[config.mk]
export PLATFORM = sky130hd
export DESIGN_NAME = uart_receive_flat
export DESIGN_NICKNAME = d
export VERILOG_FILES = /design/src/rtl/uart_receive_if.sv /design/src/rtl/uart_receive.sv /design/src/flat_wrapper.sv
export SDC_FILE = /design/constraint.sdc
export NUM_CORES = 1
export LEC_CHECK = 0
export ABC_CLOCK_PERIOD_IN_PS = 2009
export CORE_MARGIN = 5
export CORE_UTILIZATION = 42
export DETAILED_ROUTE_END_ITERATION = 10
export PLACE_DENSITY_LB_ADDON = 0.1
export SYNTH_ARGS = -nofsm -noshare
export SYNTH_HDL_FRONTEND = slang
export SYNTH_SLANG_ARGS = --single-unit
[constraint.sdc]
create_clock -name Clk_100M -period 2.01 [get_ports Clk_100M]
set_input_delay 0.402 -clock Clk_100M [delete_from_list [all_inputs] [get_ports Clk_100M]]
set_output_delay 0.402 -clock Clk_100M [all_outputs]
set_load 0.03 [all_outputs]
[src/rtl/uart_receive_if.sv]
// Byte handshake between the UART receiver (master) and its consumer (slave).
interface uart_receive_if;
    logic [7:0] data;
    logic       data_valid;
    logic       data_ack;

    modport master (output data, output data_valid, input data_ack);
    modport slave  (input data, input data_valid, output data_ack);
endinterface

[src/rtl/uart_receive.sv]
// UART receiver, 8N1, LSB first, idle-high line, mid-bit sampling.
// Optional feature macro: RX_MAJORITY_EN (2-of-3 vote around mid-bit, +1 cycle latency).
module uart_receive #(
    parameter int unsigned CLKS_PER_BIT = 10000,
    parameter int unsigned SYNC_STAGES  = 2
) (
    input  logic           Clk_100M,
    input  logic           Rst_n,
    input  logic           UART_Rx,
    uart_receive_if.master rx_if,
    output logic           busy,
    output logic           frame_err,
    output logic           overrun
);
    localparam int unsigned CNT_W = $clog2(CLKS_PER_BIT);
    localparam logic [CNT_W-1:0] MID  = CNT_W'(CLKS_PER_BIT / 2 - 1);
    localparam logic [CNT_W-1:0] LAST = CNT_W'(CLKS_PER_BIT - 1);
`ifdef RX_MAJORITY_EN
    localparam logic [CNT_W-1:0] MID_M1 = CNT_W'(CLKS_PER_BIT / 2 - 2);
    localparam logic [CNT_W-1:0] SAMP   = CNT_W'(CLKS_PER_BIT / 2);
`else
    localparam logic [CNT_W-1:0] SAMP   = MID;
`endif

    typedef enum logic [2:0] {
        ST_IDLE,
        ST_START,
        ST_DATA,
        ST_STOP,
        ST_BREAK
    } state_e;

    state_e                 state_q, state_d;
    logic [SYNC_STAGES-1:0] sync_q;
    logic [CNT_W-1:0]       cnt_q, cnt_d;
    logic [2:0]             idx_q, idx_d;
    logic [7:0]             shift_q, shift_d;
    logic [7:0]             data_q, data_d;
    logic                   dv_q, dv_d;
    logic                   fe_q, fe_d;
    logic                   ov_q, ov_d;
    logic                   busy_q;
    logic                   rx_s;
    logic                   sample_c;

    assign rx_s = sync_q[SYNC_STAGES-1];

    // Metastability synchroniser; preset to idle-high so reset never looks like a start bit.
    always_ff @(posedge Clk_100M or negedge Rst_n) begin
        if (!Rst_n) sync_q <= '1;
        else        sync_q <= {sync_q[SYNC_STAGES-2:0], UART_Rx};
    end

`ifdef RX_MAJORITY_EN
    logic [1:0] vote_q;

    // Capture the two samples preceding the decision point; the third is live rx_s.
    always_ff @(posedge Clk_100M or negedge Rst_n) begin
        if (!Rst_n) begin
            vote_q <= 2'b11;
        end else begin
            if (cnt_q == MID_M1) vote_q[0] <= rx_s;
            if (cnt_q == MID)    vote_q[1] <= rx_s;
        end
    end

    // 2-of-3 majority of samples at MID-1, MID, MID+1.
    always_comb begin
        sample_c = (vote_q[0] & vote_q[1]) | (vote_q[0] & rx_s) | (vote_q[1] & rx_s);
    end
`else
    // Single sample at mid-bit.
    always_comb begin
        sample_c = rx_s;
    end
`endif

    // State, datapath and output registers.
    always_ff @(posedge Clk_100M or negedge Rst_n) begin
        if (!Rst_n) begin
            state_q <= ST_IDLE;
            cnt_q   <= '0;
            idx_q   <= '0;
            shift_q <= '0;
            data_q  <= '0;
            dv_q    <= 1'b0;
            fe_q    <= 1'b0;
            ov_q    <= 1'b0;
            busy_q  <= 1'b0;
        end else begin
            state_q <= state_d;
            cnt_q   <= cnt_d;
            idx_q   <= idx_d;
            shift_q <= shift_d;
            data_q  <= data_d;
            dv_q    <= dv_d;
            fe_q    <= fe_d;
            ov_q    <= ov_d;
            busy_q  <= (state_d != ST_IDLE);
        end
    end

    // Next-state logic; cnt tracks position within the current bit, detection cycle = 0.
    always_comb begin
        state_d = state_q;
        cnt_d   = (cnt_q == LAST) ? '0 : cnt_q + CNT_W'(1);
        idx_d   = idx_q;
        shift_d = shift_q;
        data_d  = data_q;
        dv_d    = dv_q & ~rx_if.data_ack;
        fe_d    = 1'b0;
        ov_d    = 1'b0;

        case (state_q)
            ST_IDLE: begin
                cnt_d = '0;
                if (!rx_s) begin
                    state_d = ST_START;
                    cnt_d   = CNT_W'(1);
                end
            end
            ST_START: begin
                if (cnt_q == SAMP) begin
                    if (sample_c) begin
                        state_d = ST_IDLE;
                    end else begin
                        state_d = ST_DATA;
                        idx_d   = '0;
                    end
                end
            end
            ST_DATA: begin
                if (cnt_q == SAMP) begin
                    shift_d[idx_q] = sample_c;
                    idx_d          = idx_q + 3'd1;
                    if (idx_q == 3'd7) state_d = ST_STOP;
                end
            end
            ST_STOP: begin
                if (cnt_q == SAMP) begin
                    if (sample_c) begin
                        data_d  = shift_q;
                        dv_d    = 1'b1;
                        ov_d    = dv_q & ~rx_if.data_ack;
                        state_d = ST_IDLE;
                    end else begin
                        fe_d    = 1'b1;
                        state_d = ST_BREAK;
                    end
                end
            end
            ST_BREAK: begin
                cnt_d = '0;
                if (rx_s) state_d = ST_IDLE;
            end
            default: begin
                state_d = ST_IDLE;
            end
        endcase
    end

    assign rx_if.data       = data_q;
    assign rx_if.data_valid = dv_q;
    assign busy             = busy_q;
    assign frame_err        = fe_q;
    assign overrun          = ov_q;
endmodule
[src/flat_wrapper.sv]
// flat-port wrapper written by rule: the top's interface ports become plain ports
module uart_receive_flat 
#(
    parameter int unsigned CLKS_PER_BIT = 10000,
    parameter int unsigned SYNC_STAGES  = 2
)
  (Clk_100M, Rst_n, UART_Rx, busy, frame_err, overrun, rx_if_data, rx_if_data_valid, rx_if_data_ack);
  uart_receive_if rx_if_i ();
  input  logic Clk_100M;
  input  logic Rst_n;
  input  logic UART_Rx;
  output logic busy;
  output logic frame_err;
  output logic overrun;
  output wire logic [$bits(rx_if_i.data)-1:0] rx_if_data;
  output wire logic [$bits(rx_if_i.data_valid)-1:0] rx_if_data_valid;
  input wire logic [$bits(rx_if_i.data_ack)-1:0] rx_if_data_ack;
  assign rx_if_data = rx_if_i.data;
  assign rx_if_data_valid = rx_if_i.data_valid;
  assign rx_if_i.data_ack = rx_if_data_ack;
  uart_receive #(.CLKS_PER_BIT(CLKS_PER_BIT), .SYNC_STAGES(SYNC_STAGES)) u_core (.Clk_100M(Clk_100M), .Rst_n(Rst_n), .UART_Rx(UART_Rx), .rx_if(rx_if_i), .busy(busy), .frame_err(frame_err), .overrun(overrun));
endmodule
==> impl_metrics.toml, run 1 <==
[outcome]
status = "complete, no violations"

[floorplan]
rows = 24
coreArea_um2 = 4440
dieHeight_um = 78.2
die_area_um2 = 6120
pin_count = 16
die_w_um = 78.2
start_util_pct = 44.0

[sta]
fmax_mhz = 512
hold_viol_final = 0
worst_pin_slew_ps = 499
fin_crit_sh_pct = 97.2
setup_viol = 0
slew_viol_final = 0
relSlewSlack_pct = 66.7
fin_tns_setup_ps = 0
grt_setup_unrepaired = "no"
finClkSkew_ps = 6.30
min_period_ps = 1950

[power]
internal_power_uw = 1220
seq_power_share_pct = 55.8
powerDensity_nw_per_um2 = 648
power_frac_comb_pct = 1.9
switching_share_pct = 20.0
power_uw = 1530
p_sw_uw = 305
p_leak_uw = 0.00111
max-vdd-ir-drop_v = 0.000345
clockPowerShare_pct = 42.3

[worst_setup_path]
endpoint_kind = "register"
r2r_end = "u_core.shift_q[6]"
rr_startpoint = "u_core.cnt_q[5]"
required_ps = 2190
worst-setup-path-type = "register to register"
reg2reg_slack_ps = 60
start_kind = "register"
cp.arrival_ps = 2130
critPathMaxFanout = 6
reg2regPathDepth = 4

[clock_network]
cts-buffers-inserted = 5
ctsHtreeMaxLevel = 2
clk_path_buf_depth = 2
cts_tree = "built"
insertion_delay_ps = 290
hold_buffers = 0
clkTransAtPathRegs_ps = 80
clockRootBuffer = "clkbuf_8"
cts_sinks = 42

[final_layout]
stdcell_count = 243
fillers = 386
fin_area_um2 = 2360
area_growth_pct = 20.6
antenna_cells = 0
drive_above_1_share_pct = 25.7
final_core_util_pct = 53.0
finalNetCount = 197

[placed_design]
dp_hpwl_um = 2620
post-place-cells = 234
io_buffer_count = 15
dpl_cell_area_um2 = 2240
gp_congestion = 0.790

[detailed_routing]
avgRoutedWirePerCell_um = 14.9
drt-pass1-iter-count = 4
drc_errors = 0
antenna_left = 0
dr_total_vias = 1321
drtIter0Drc = 70
viasPerCell = 5.44
wirelength_um = 3620

[yosys]
syn_area_um2 = 1950
syn_area_per_cell_um2 = 11.9
synth-edff-count = 0
ys.flop_type = "dfrtp_1"
synth_area_leaders = "dfrtp_1 (51%), mux2_2 (9.2%), xor2_1 (3.6%), nor2_1 (3.3%), dfstp_2 (2.7%)"
yosysTopAreaCell = "dfrtp_1"
yosys_warnings = 0
syn-num-nets = 171
yosysUniqueCellTypes = 44
ys_async_sr_fraction_pct = 100
netlist.area_leader.share_pct = 51.2
yosysMostFrequentCell = "dfrtp_1"
ys_seq_elements = 42
ys_seq_area_share_pct = 53.9
netlist_top_cells_count = "dfrtp_1 (40), nor2_1 (17), mux2_2 (16)"
syn_inst = 164

[global_routing]
grt_pass1_vias = 1410
grt_overflow_total = 0
grt_max_degree = 23
grt_pass1_wl_um = 6460
antenna_found_initial = 0
grt_usage_pct = 13.3

[min_path]
hold_class = "input pin to async pin"

[run]
maxCapViolations = 0
==> stage by stage <==
stage / hold WS (ps) / worst slack, ps
global route: 106 / 3.52
detailed placement: 349 / 42.4
floorplan: 106 / 81.5
CTS: 75.3 / 37.7
global placement: 346 / 81.1
finish: 66.6 / 56.1
==> routing by layer <==
layer  vias up  global-route usage, %  wire length (µm)
met5         -                      0                 0
met4         0                   4.20                45
met3         5                   3.89               130
met2        17                   23.8              1910
met1       657                   15.4              1530
li1        642                      -                 -
==> worst max path at each step <==
| stage | cells past startpoint | from | slack, ps | endpoint |
|---|---|---|---|---|
| floorplan | 5 | u_core.cnt_q[0] | 80 | u_core.shift_q[6] |
| global placement | 5 | u_core.cnt_q[0] | 80 | u_core.shift_q[6] |
| detailed placement | 5 | u_core.cnt_q[0] | 40 | u_core.shift_q[6] |
| CTS | 5 | u_core.cnt_q[0] | 40 | u_core.shift_q[6] |
| global route | 4 | u_core.cnt_q[5] | 4 | u_core.shift_q[6] |
| finish | 4 | u_core.cnt_q[5] | 60 | u_core.shift_q[6] |
==> cells by family after synthesis <==
group / Yosys count / share of synthesized area (%)
adders and majority gates: 3 / 1.92
DFF: 42 / 53.9
muxes: 19 / 10.8
xor gates and xnor gates: 12 / 5.38
and+or+nand+nor: 68 / 22.2
AOI/OAI and AO/OA: 10 / 3.71
buffers and inverters: 10 / 2.05
==> area by class of cell <==
class / instances / area [µm²] / area share (%)
well taps: 52 / 65.1 / 2.76
repair buffers: 27 / 260 / 11.0
multi-input cells: 112 / 862 / 36.6
inverters: 2 / 7.51 / 0.318
clock inverters: 3 / 40.0 / 1.70
clock buffers: 5 / 68.8 / 2.92
flip-flops and latches: 42 / 1050 / 44.7
==> power by group through the flow <==
| stage | combinational [µW] | sequential, µW | clock [µW] |
|---|---|---|---|
| after floorplan | 6.11 | 866 | 0 |
| after global placement | 29.7 | 869 | 0 |
| after detailed placement | 30.7 | 870 | 0 |
| after CTS | 30.7 | 853 | 676 |
| after global routing | 34.2 | 854 | 705 |
| final | 28.8 | 853 | 647 |
==> flip-flops by register name, indices dropped and copies added, names as in the netlist <==
signal and cells:
u_core.cnt_q 14, u_core.rx_if.data 8, u_core.shift_q 8, u_core.idx_q 3, u_core.state_q 3, u_core.sync_q 2, u_core.busy 1, u_core.frame_err 1
u_core.overrun 1, u_core.rx_if.data_valid 1
==> worst max-delay path, cell delays in order, from the launching register on <==
cell and delay [ps]:
dfrtp_1 410, nor4_4 380, nand4_4 190, or4b_1 540, mux2_1 320
==> cell usage in the layout (no fill, tap or decap), types with 4 or more instances in the layout <==
master and instances:
mux2_2 16, xnor2_1 4, buf_4 10, dfrtp_1 40, nand3_1 8, clkdlybuf4s50_1 14, nor3_1 4, nand2_1 6
nand4_1 5, xor2_1 8, nor2_1 17, clkbuf_8 5, and3_1 4
==> repair_timing <==
action / in CTS / in global routing
buffers inserted: 0 / 1
resized for setup: 0 / 1
endpoints found under the setup margin: 0 / 1
(Power assumes the default switching activity.)
==> run 2: changes to the inputs <==
--- a/config.mk
+++ b/config.mk
@@ -5,7 +5,7 @@
 export SDC_FILE = /design/constraint.sdc
 export NUM_CORES = 1
 export LEC_CHECK = 0
-export ABC_CLOCK_PERIOD_IN_PS = 2009
+export ABC_AREA = 1
 export CORE_MARGIN = 5
 export CORE_UTILIZATION = 42
 export DETAILED_ROUTE_END_ITERATION = 10
==> impl_metrics.toml, run 2 <==
[outcome]
status = "complete, no violations"

[final_layout]
largest_reg_flops = 14
finalNetCount = 275
layout_commonest_cell = "nand2_1"
antenna_cells = 0
layout_common_cells = "nand2_1 (71), dfrtp_1 (40), nor2_1 (28), inv_1 (23), nand3_1 (23)"
regMostFlops = "u_core.cnt_q"
area_growth_pct = 16.5
drive_above_1_share_pct = 10.8
fillers = 460
final_core_util_pct = 50.2

[yosys]
yosysUniqueCellTypes = 27
yosysTopAreaCell = "dfrtp_1"
syn_area_per_cell_um2 = 8.31
syn_area_um2 = 2040
muxShareOfSynthArea_pct = 0
synth_fa_ha_area_share_pct = 1.84
yosys.area_share.xor_xnor_pct = 1.29
syn-num-nets = 252
ys_seq_area_share_pct = 51.7
ys_async_sr_fraction_pct = 100
netlist.area_leader.share_pct = 49.1
synth_top_family_by_area = "simple AND/OR/NAND/NOR gates"
ys_seq_elements = 42
yosysMostFrequentCell = "nand2_1"
yosys_warnings = 0
synth_simple_gate_area_share_pct = 36.9
synth-edff-count = 0
synth_compound_area_share_pct = 2.40
ys.flop_type = "dfrtp_1"
netlist_top_cells_count = "nand2_1 (71), dfrtp_1 (40), nor2_1 (28)"
syn_inst = 245
synth_area_leaders = "dfrtp_1 (49%), nand2_1 (13%), nand3_1 (5.7%), nor2_1 (5.2%), inv_1 (4.2%)"

[clock_network]
cts-buffers-inserted = 5
clockRootBuffer = "clkbuf_8"
cts_sinks = 42
clkTransAtPathRegs_ps = 80
insertion_delay_ps = 290
clk_path_buf_depth = 2
ctsHtreeMaxLevel = 2
cts_tree = "built"

[floorplan]
rows = 25
start_util_pct = 43.1
die_area_um2 = 6340
die_w_um = 79.6
dieHeight_um = 79.6
pin_count = 16
coreArea_um2 = 4720

[sta]
fmax_mhz = 585
grt_setup_unrepaired = "no"
slew_viol_final = 0
fin_tns_setup_ps = 0
worst_pin_slew_ps = 442
fin_hold_ws_ps = 358
finClkSkew_ps = 4.09
hold_viol_final = 0
fin_crit_sh_pct = 85.1
relSlewSlack_pct = 70.4
setup_viol = 0
min_period_ps = 1710

[global_routing]
grt_overflow_total = 0
grt_max_degree = 19
antenna_found_initial = 0
grt_pass1_wl_um = 6780
grt_usage_pct = 13.5
grt_pass1_vias = 1452

[detailed_routing]
drtIter0Drc = 99
wirelength_um = 3760
drc_errors = 0
avgRoutedWirePerCell_um = 11.2
viasPerCell = 4.69
dr_total_vias = 1575
drt-pass1-iter-count = 5
antenna_left = 0

[placed_design]
gp_congestion = 0.770
io_buffer_count = 15
dp_hpwl_um = 2850

[worst_setup_path]
critPathTopFamily = "buffers and inverters"
r2r_end = "u_core.cnt_q[0]"
required_ps = 1610
cpPeakStageDelay_ps = 670
startpoint = "u_core.rx_if.data[4]"
rr_startpoint = "u_core.cnt_q[0]"
cp_slowest_cell = "clkdlybuf4s50_1"
reg2reg_slack_ps = 430
reg2regPathDepth = 8
cp.arrival_ps = 1310
critPathMaxFanout = 2
start_kind = "register"
worst-setup-path-type = "register to primary output"
endpoint_kind = "primary output"
crit_chain = "clkdlybuf4s50_1"
critPathBufInv = 1

[power]
powerDensity_nw_per_um2 = 603
max-vdd-ir-drop_v = 0.000258
p_leak_uw = 0.00111

[min_path]
hold_class = "register to register"
worstHoldStart = "u_core.sync_q[0]"
hold_depth = 0
worstHoldEndpoint = "u_core.sync_q[1]"

[run]
maxCapViolations = 0
run 2: changes by cell type after synthesis, moves of 6 or more:
cell / delta
nand2_1: +65
inv_1: +21
mux2_2: -16
nand3_1: +15
nor2_1: +11
nand4_1: +7
xor2_1: -7
clkbuf_1: -6
run 2: layout make-up:
cell class / instances / area (µm²) / area share [%]
Clock buffer: 6 / 82.6 / 3.48
Clock inverter: 2 / 12.5 / 0.527
Inverter: 26 / 97.6 / 4.11
Multi-Input combinational cell: 174 / 865 / 36.4
Sequential cell: 42 / 1050 / 44.4
Tap cell: 67 / 83.8 / 3.53
Timing Repair Buffer: 19 / 178 / 7.49
run 2: kinds of logic after synthesis:
family | Yosys count
AOI/OAI and AO/OA | 9
xor gates and xnor gates | 3
adders and majority gates | 3
buffers and inverters | 29
DFF | 42
and+or+nand+nor | 159
run 2: how the worst max path moves through the flow:
stage | slack, ps | cells after the start | endpoint
floorplan | 590 | 9 | u_core.shift_q[2]
global placement | 470 | 7 | u_core.rx_if.data[1]
detailed placement | 440 | 7 | u_core.rx_if.data[4]
CTS | 280 | 1 | rx_if_data[4]
global route | 180 | 8 | u_core.cnt_q[0]
finish | 300 | 1 | rx_if_data[4]
run 2: worst reg2reg max path, cell delays in order, from the launching register on:
cell and delay [ps]:
dfrtp_1 370, ha_1 220, nand2_1 90, nor2_2 220
inv_1 70, nor2_1 100, nand2_1 80, nand2_2 180
o21ai_0 120
run 2: power by group:
part,internal [µW],switching [µW]
combinational,8.56,18.3
clock,276,277
sequential,848,4.06
total,1130,299
run 2: stage by stage:
step | area [µm²] | total power (µW) | instances | setup slack, ps
after floorplan | 2040 | 870 | 245 | 591
after global placement | 2270 | 896 | 327 | 470
after global routing | 2370 | 1500 | 336 | 183
after detailed placement | 2270 | 896 | 327 | 437
final | 2370 | 1430 | 336 | 299
after CTS | 2370 | 1460 | 336 | 277
run 2: timing repair:
item / CTS / global route
hold endpoints to repair: 9 / 0
hold buffers: 1 / 0
resized for setup: 0 / 0
buffers inserted: 0 / 0
run 2: routing by layer:
layer  vias to the layer above  GRT usage, %  routed length, µm
met5                         -             0                  0
met3                         2          4.06                175
met2                        33          18.5               1550
met4                         0          4.12                 24
met1                       704          20.3               2010
li1                        836             -                  -
